File: config.mk
export PLATFORM = sky130hd
export DESIGN_NAME = rr_port_arbiter
export DESIGN_NICKNAME = d
export VERILOG_FILES = /design/src/rtl/rr_port_arbiter_pkg.sv /design/src/rtl/rr_port_arbiter.sv
export SDC_FILE = /design/constraint.sdc
export NUM_CORES = 1
export LEC_CHECK = 0
export BUFFER_PORTS_ARGS = -buffer_cell sky130_fd_sc_hd__buf_2
export CORE_ASPECT_RATIO = 0.6
export CORE_MARGIN = 5
export CORE_UTILIZATION = 48
export CTS_CLUSTER_SIZE = 14
export DETAILED_ROUTE_END_ITERATION = 6
export GPL_ROUTABILITY_DRIVEN = 0
export PLACE_DENSITY = 0.86
export SETUP_SLACK_MARGIN = 0.5
export SYNTH_ARGS = -nofsm -noshare
export SYNTH_HDL_FRONTEND = slang
export SYNTH_SLANG_ARGS = --single-unit
File: constraint.sdc
create_clock -name clk -period 3.5 [get_ports clk]
set_clock_uncertainty 0.2 [all_clocks]
set_input_delay 0.175 -clock clk [delete_from_list [all_inputs] [get_ports clk]]
set_output_delay 0.175 -clock clk [all_outputs]
set_load 0.005 [all_outputs]
File: src/rtl/rr_port_arbiter_pkg.sv
// Shared types for the round-robin port arbiter: FSM section encoding and
// requester source identifiers.
package rr_port_arbiter_types;

  typedef enum logic {
    POLL = 1'b0,
    SEND = 1'b1
  } rr_port_arbiter_SECTIONS;

  localparam logic SRC_A = 1'b0;
  localparam logic SRC_B = 1'b1;

endpackage

File: src/rtl/rr_port_arbiter.sv
// Two-requester round-robin arbiter with one-item output buffer and notify/sync handshakes.
// Define RR_ARB_STATS_EN to add per-source accepted-transfer counters cnt_a/cnt_b.
module rr_port_arbiter
  import rr_port_arbiter_types::*;
#(
  parameter int POLL_HOLD = 1
) (
  input  logic        clk,
  input  logic        rst,
  input  logic [31:0] a_in,
  input  logic        a_in_sync,
  output logic        a_in_notify,
  input  logic [31:0] b_in,
  input  logic        b_in_sync,
  output logic        b_in_notify,
  output logic [31:0] m_out,
  input  logic        m_out_sync,
  output logic        m_out_notify,
  output logic        m_out_src
`ifdef RR_ARB_STATS_EN
  ,
  output logic [15:0] cnt_a,
  output logic [15:0] cnt_b
`endif
);

  localparam logic [3:0] HOLD_LAST = 4'(POLL_HOLD - 1);

  rr_port_arbiter_SECTIONS section_q;
  logic        ptr_q;
  logic [3:0]  hold_q;
  logic        a_notify_q;
  logic        b_notify_q;
  logic        m_notify_q;
  logic [31:0] m_out_q;
  logic        m_src_q;

  logic        sel_sync;
  logic [31:0] sel_data;

  // In POLL the notify of the requester under ptr is always the one raised,
  // so the selected sync alone identifies a transfer.
  assign sel_sync = (ptr_q == SRC_B) ? b_in_sync : a_in_sync;
  assign sel_data = (ptr_q == SRC_B) ? b_in      : a_in;

  // NOTE: all state below uses non-blocking assignments so every register
  // sees the pre-edge values of its neighbours, independent of statement order.
  always_ff @(posedge clk) begin
    if (rst) begin
      section_q  <= POLL;
      ptr_q      <= SRC_A;
      hold_q     <= '0;
      a_notify_q <= 1'b1;
      b_notify_q <= 1'b0;
      m_notify_q <= 1'b0;
      m_out_q    <= '0;
      m_src_q    <= SRC_A;
    end else begin
      case (section_q)
        POLL: begin
          if (sel_sync) begin
            m_out_q    <= sel_data;
            m_src_q    <= ptr_q;
            a_notify_q <= 1'b0;
            b_notify_q <= 1'b0;
            m_notify_q <= 1'b1;
            ptr_q      <= ~ptr_q;
            hold_q     <= '0;
            section_q  <= SEND;
          end else if (hold_q == HOLD_LAST) begin
            // Hand the poll to the other requester.
            a_notify_q <= (ptr_q == SRC_B);
            b_notify_q <= (ptr_q == SRC_A);
            ptr_q      <= ~ptr_q;
            hold_q     <= '0;
          end else begin
            hold_q <= hold_q + 4'd1;
          end
        end
        SEND: begin
          if (m_out_sync) begin
            m_notify_q <= 1'b0;
            a_notify_q <= (ptr_q == SRC_A);
            b_notify_q <= (ptr_q == SRC_B);
            section_q  <= POLL;
          end
        end
      endcase
    end
  end

  assign a_in_notify  = a_notify_q;
  assign b_in_notify  = b_notify_q;
  assign m_out_notify = m_notify_q;
  assign m_out        = m_out_q;
  assign m_out_src    = m_src_q;

`ifdef RR_ARB_STATS_EN
  logic        a_xfer;
  logic        b_xfer;
  logic [15:0] cnt_a_q;
  logic [15:0] cnt_b_q;

  assign a_xfer = a_notify_q && a_in_sync;
  assign b_xfer = b_notify_q && b_in_sync;

  // Counters wrap naturally at 16 bits.
  always_ff @(posedge clk) begin
    if (rst) begin
      cnt_a_q <= '0;
      cnt_b_q <= '0;
    end else begin
      if (a_xfer) cnt_a_q <= cnt_a_q + 16'd1;
      if (b_xfer) cnt_b_q <= cnt_b_q + 16'd1;
    end
  end

  assign cnt_a = cnt_a_q;
  assign cnt_b = cnt_b_q;
`endif

endmodule

### Word level (Yosys, flattened, before mapping)

Cells that the tools add are included.

* bitwise gates (word level): 2
* eq/ne operators: 3
* reductions and logical operators: 6
* multiplexer cells: 19
* $add $sub $neg: 1

Operators with widths (number)
* 2-to-1 mux 32 bit: 1
* 2-to-1 mux 1 bit: 12
* 2-to-1 mux 4 bit: 2
* case mux 1 bit (2 select lines): 4
* AND reduction 2 bit: 4
* adder 4 x 1 -> 4 bit, second input constant: 1
* zero test 4 bit: 1
* != test 2 bit, second input constant: 2
* != test 3 bit, second input constant: 1
* inverter 1 bit: 2
* nonzero test 2 bit: 1

* word-level logic and storage cells: 39
* register bits after elaboration: 42
* bits of input ports: 69

### Logic depth before layout (Yosys ltp)

* word-level depth: 4
* depth in mapped cells: 5
* gate-level depth less buffers: 5

### Least setup slack after synthesis

Ideal clock, no wire load.

* path kind: reg2reg
* start: register ptr_q
* end: register b_notify_q, in the netlist b_in_notify
* period minus slack after synthesis: 1.667 ns
* arrival: 1.344 ns
* setup slack: 1.833 ns
* data required time: 3.177 ns
* cell stages (with the launch flop): 5
* cells stage by stage: dfxtp_1 -> buf_6 -> mux2_4 -> a211oi_4 -> mux2_1

* word-level cells in the longest chain between the ends: 4
* elaborated cells on any way between the ends: 8
* those cells by class: eq/ne (1); mux (5); bitwise (1); reduce/logical (1)

Ends and longest elaborated chain
* start: declaration: RTL line rr_port_arbiter.sv:30 `logic ptr_q;`
* start signal: assignment: RTL line rr_port_arbiter.sv:67 `ptr_q <= ~ptr_q;`
* start signal: assignment: RTL line rr_port_arbiter.sv:74 `ptr_q <= ~ptr_q;`
* inverter 1 bit: RTL line rr_port_arbiter.sv:73 `b_notify_q <= (ptr_q == SRC_A);`
* 2-to-1 mux 1 bit: RTL line rr_port_arbiter.sv:70 `end else if (hold_q == HOLD_LAST) begin`
* 2-to-1 mux 1 bit: RTL line rr_port_arbiter.sv:61 `if (sel_sync) begin`
* case mux 1 bit (2 select lines): RTL line rr_port_arbiter.sv:59 `case (section_q)`
* end signal: assignment: RTL line rr_port_arbiter.sv:73
* end signal: assignment: RTL line rr_port_arbiter.sv:84 `b_notify_q <= (ptr_q == SRC_B);`
* end: declaration: RTL line rr_port_arbiter.sv:33 `logic b_notify_q;`

Parallel ways exist; a longest one is shown, timed or not. The select of a mux whose other input is x is not followed.
A chain may end at the register's enable or synchronous reset.

### Worst setup path in the final report

* start: register ptr_q
* end: register m_out_q[9], in the netlist m_out[9]

* word-level cells in the longest chain between the ends: 2
* elaborated cells on any way between the ends: 3
* those cells by class: mux (2); reduce/logical (1)

Ends and longest elaborated chain
* 2-to-1 mux 1 bit: RTL line rr_port_arbiter.sv:43 `assign sel_sync = (ptr_q == SRC_B) ? b_in_sync : a_in_sync;`
* AND reduction 2 bit (no source line)
* end signal: assignment: RTL line rr_port_arbiter.sv:62 `m_out_q <= sel_data;`
* end: declaration: RTL line rr_port_arbiter.sv:35 `logic [31:0] m_out_q;`

Parallel ways exist; a longest one is shown, timed or not.

==> impl_results.md <==
- Status: finished clean
- Logic gate share of total power: 28.6%
- Relative slew slack: between 40% and 50%
- GRT overflow: 0
- Reg2reg end: m_out[9]$_SDFFE_PP0P_
- Worst path most repeated cell: buf_4
- Crit path required time: 3.49 ns
- Buffer depth of the longest clock path: 2
- CORE AREA: around 4100 um2
- Synth warnings: 0
- Mapped Cells: 207
- Cell internal pwr: approximately 0.00096 W
- Top delay family on crit path: buffers and inverters
- TritonCTS Buffers: 5
- Later-pin clock latency in the skew report: approximately 0.29 ns
- TNS Setup: 0 ns
- Routed Antenna Nets: 0
- Post-Route WL: 5000 um
- Critical path launch point: ptr_q$_SDFFE_PP0P_
- Fmax: between 400 and 500 MHz
- Slew Limit Fails: 0
- Worst-Margin Slew: ~0.76 ns
- DR DRC count: 0
- Worst Slack Setup Final: around 1.2 ns
- Row Count: 18
- Synth Cell Area: between 2000 and 2500 um2
- Grt met3 use: around 6.3%
- Power density normalized to cell area: between 500 and 600 nW/um2
- H-tree depth: 2
- Max incr delay on CP: around 0.67 ns
- Setup WS pre-CTS: about 1.2 ns
- Period utilization: 66.7%
- Setup crit end: m_out[9]$_SDFFE_PP0P_
- R2R setup slack: around 1.2 ns
- Most frequent cells in the layout: buf_2, dfxtp_1, a21oi_1
- CP max-delay cell: dfxtp_2
- Vias in the first global route: approximately 1700
- Clk pwr share: between 20% and 30%
- # diodes: 0
- Max Cap Viol: 0
- Avg WL per Cell: around 14 um
- Vias: between 1500 and 2000
- Sequential Area: approximately 840 um2
- Setup-failing EPs final: 0
- Setup Fix Bufs, Post-CTS: 0
- Mean Syn Cell Area: just under 10 um2
- First-pass GRT wire length: roughly 7700 um
- GR Util met1: roughly 23%
- Gr usage total: around 17%
- CTS tree: done
- Multi-input logic area: roughly 1100 um2
- CP max FO: 34
- Post-CTS Resized: 0
- Area grow syn2layout: 30.5%
- WP data arrival: around 2.3 ns
- DR iter-0 viols: between 90 and 100
- Drt pass-1 iters: 5
- Initial Util: between 40 and 50%
- Worst Reg-to-Reg Cells: 5
- M2 GR Usage: about a quarter
- Final hold vios: 0
- Worst-path clk slew: roughly 0.080 ns
- Sequential power share: 44.0%
- WP depth: 5
- Detail Placement HPWL: 3680 um
- Synth Register Bits: 42
- WP buf/inv: 2
- Psw: approximately 0.00042 W
- Full die area: roughly 5600 um2
- Critical path type: reg -> reg
- CTS sink count: 42
- FF-to-FF Start: ptr_q$_SDFFE_PP0P_
- # IOs: approximately 110
- Dominant synthesized flop cell: dfxtp_1
- Fin nets: 370
- EDFF count, synth: 0
- Die H: 60.2 um
- Hold_buf cts: 0
- Layout fillers: 352
- Commonest non-fill, non-tap cell in the layout: buf_2
- Switching Fraction: a little under a third
- Share of async-settable or async-resettable flops after synthesis: 0%
- Post-layout min period: about 2.3 ns
- Seq/Total Area, Yosys: between 40% and 50%
- Type of origin of the critical path: register
- Critical path cell sequence: buf_4 -> mux2i_4 -> nor2_2 -> buf_4 -> a211oi_1
- Layout cell share with drive strength beyond 1: 40.7%
- Horiz. Die Dim: roughly 94 um
- Worst hold path type: in -> reg
- Buffers on Ports: roughly 100
- Initial antenna violation count: 0
- Syn Nets: about 280
- RSZ-0062 raised after global routing: false
- Gr busiest metal: met2
- Leakage: between 1 and 1.5 nW
- Largest net degree at the start of global routing: 44
- Post-synth cell types: 33
- CTS Root Cell: clkbuf_8
- Crit end category: register
- Vias per Instance: between 5 and 6
- Worst VDD drop: around 0.23 mV
## registers in the layout (all words and copies together), names as in the netlist
signal,count
a_in_notify,1
b_in_notify,1
hold_q,4
m_out,32
m_out_notify,1
m_out_src,1
ptr_q,1
section_q,1
## through the flow
stage | instance area, um2 | cells | hold WS (ns) | power [W] | util (%)
global route | 2630 | 360 | 0.0286 | 0.00146 | 64.6
detailed placement | 2520 | 352 | 0.273 | 0.00102 | 61.8
finish | 2630 | 360 | 0.0168 | 0.00138 | 64.6
global placement | 2520 | 352 | 0.255 | 0.00101 | 61.8
floorplan | 2020 | 207 | 0.210 | 0.000884 | -
CTS | 2630 | 360 | 0.0113 | 0.00140 | 64.6
## worst reg2reg max path: cells and delay by family (launching register included)
kind | cells | cell delay (ns)
AO/OA/AOI/OAI | 1 | 0.27
flip-flops | 1 | 0.67
buffers and inverters | 2 | 0.69
multiplexers | 1 | 0.37
AND/OR/NAND/NOR | 1 | 0.04
## layer usage
layer	share of wire, %	vias to the layer above
li1	-	951
met1	45	835
met2	44	81
met3	10	2
met4	0.34	0
met5	0	-
## cell type report
cell class	count	share of cell area, %
tap	60	2.85
inverter	4	0.570
multi-input combinational	140	40.0
sequential	42	32.0
clock inverter	3	1.66
timing repair buffer	106	20.3
clock buffer	5	2.61
## power by group through the flow
stage                     logic (W)  clock network [W]  registers, W
after floorplan            0.000286                  0      0.000598
after global placement     0.000389                  0      0.000618
after detailed placement   0.000398                  0      0.000617
after CTS                  0.000399           0.000389      0.000609
after global routing       0.000435           0.000411      0.000618
final                      0.000394           0.000378      0.000608
## cells in the mapped netlist, drive strengths merged (2+ instances only)
cell type	count	share of area, %
nand2	4	0.74
buf	13	3.9
a21oi	37	9.2
mux2	3	1.9
inv	4	0.74
dfxtp	42	42
nor2	6	1.2
o21ai	2	0.50
clkbuf	8	1.5
a211oi	35	14
mux2i	34	17
ha	2	1.2
nand3	3	0.74
nor2b	4	1.2
## how the worst min path moves through the flow
stage,startpoint,endpoint,slack [ns],cells past startpoint
after global routing,a_in[29],m_out[29]$_SDFFE_PP0P_,0.03,3
after CTS,a_in[5],m_out[5]$_SDFFE_PP0P_,0.01,3
final,a_in[1],m_out[1]$_SDFFE_PP0P_,0.02,3
after floorplan,a_in[10],m_out[10]$_SDFFE_PP0P_,0.21,2
after global placement,m_out_notify$_SDFFE_PP0P_,m_out_notify$_SDFFE_PP0P_,0.26,1
after detailed placement,m_out_notify$_SDFFE_PP0P_,m_out_notify$_SDFFE_PP0P_,0.27,1
## logic make-up (layout without fill, tap and decap cells)
family | count (synthesis) | after routing | synth area share [%]
xor gates and xnor gates | 1 | 1 | 0.434
muxes | 37 | 37 | 19.4
adders and majority gates | 2 | 2 | 1.24
buffers and inverters | 25 | 118 | 6.14
and+or+nand+nor | 24 | 24 | 7.13
DFF | 42 | 42 | 41.7
AOI/OAI and AO/OA | 76 | 76 | 24.0
(Power assumes the default switching activity.)
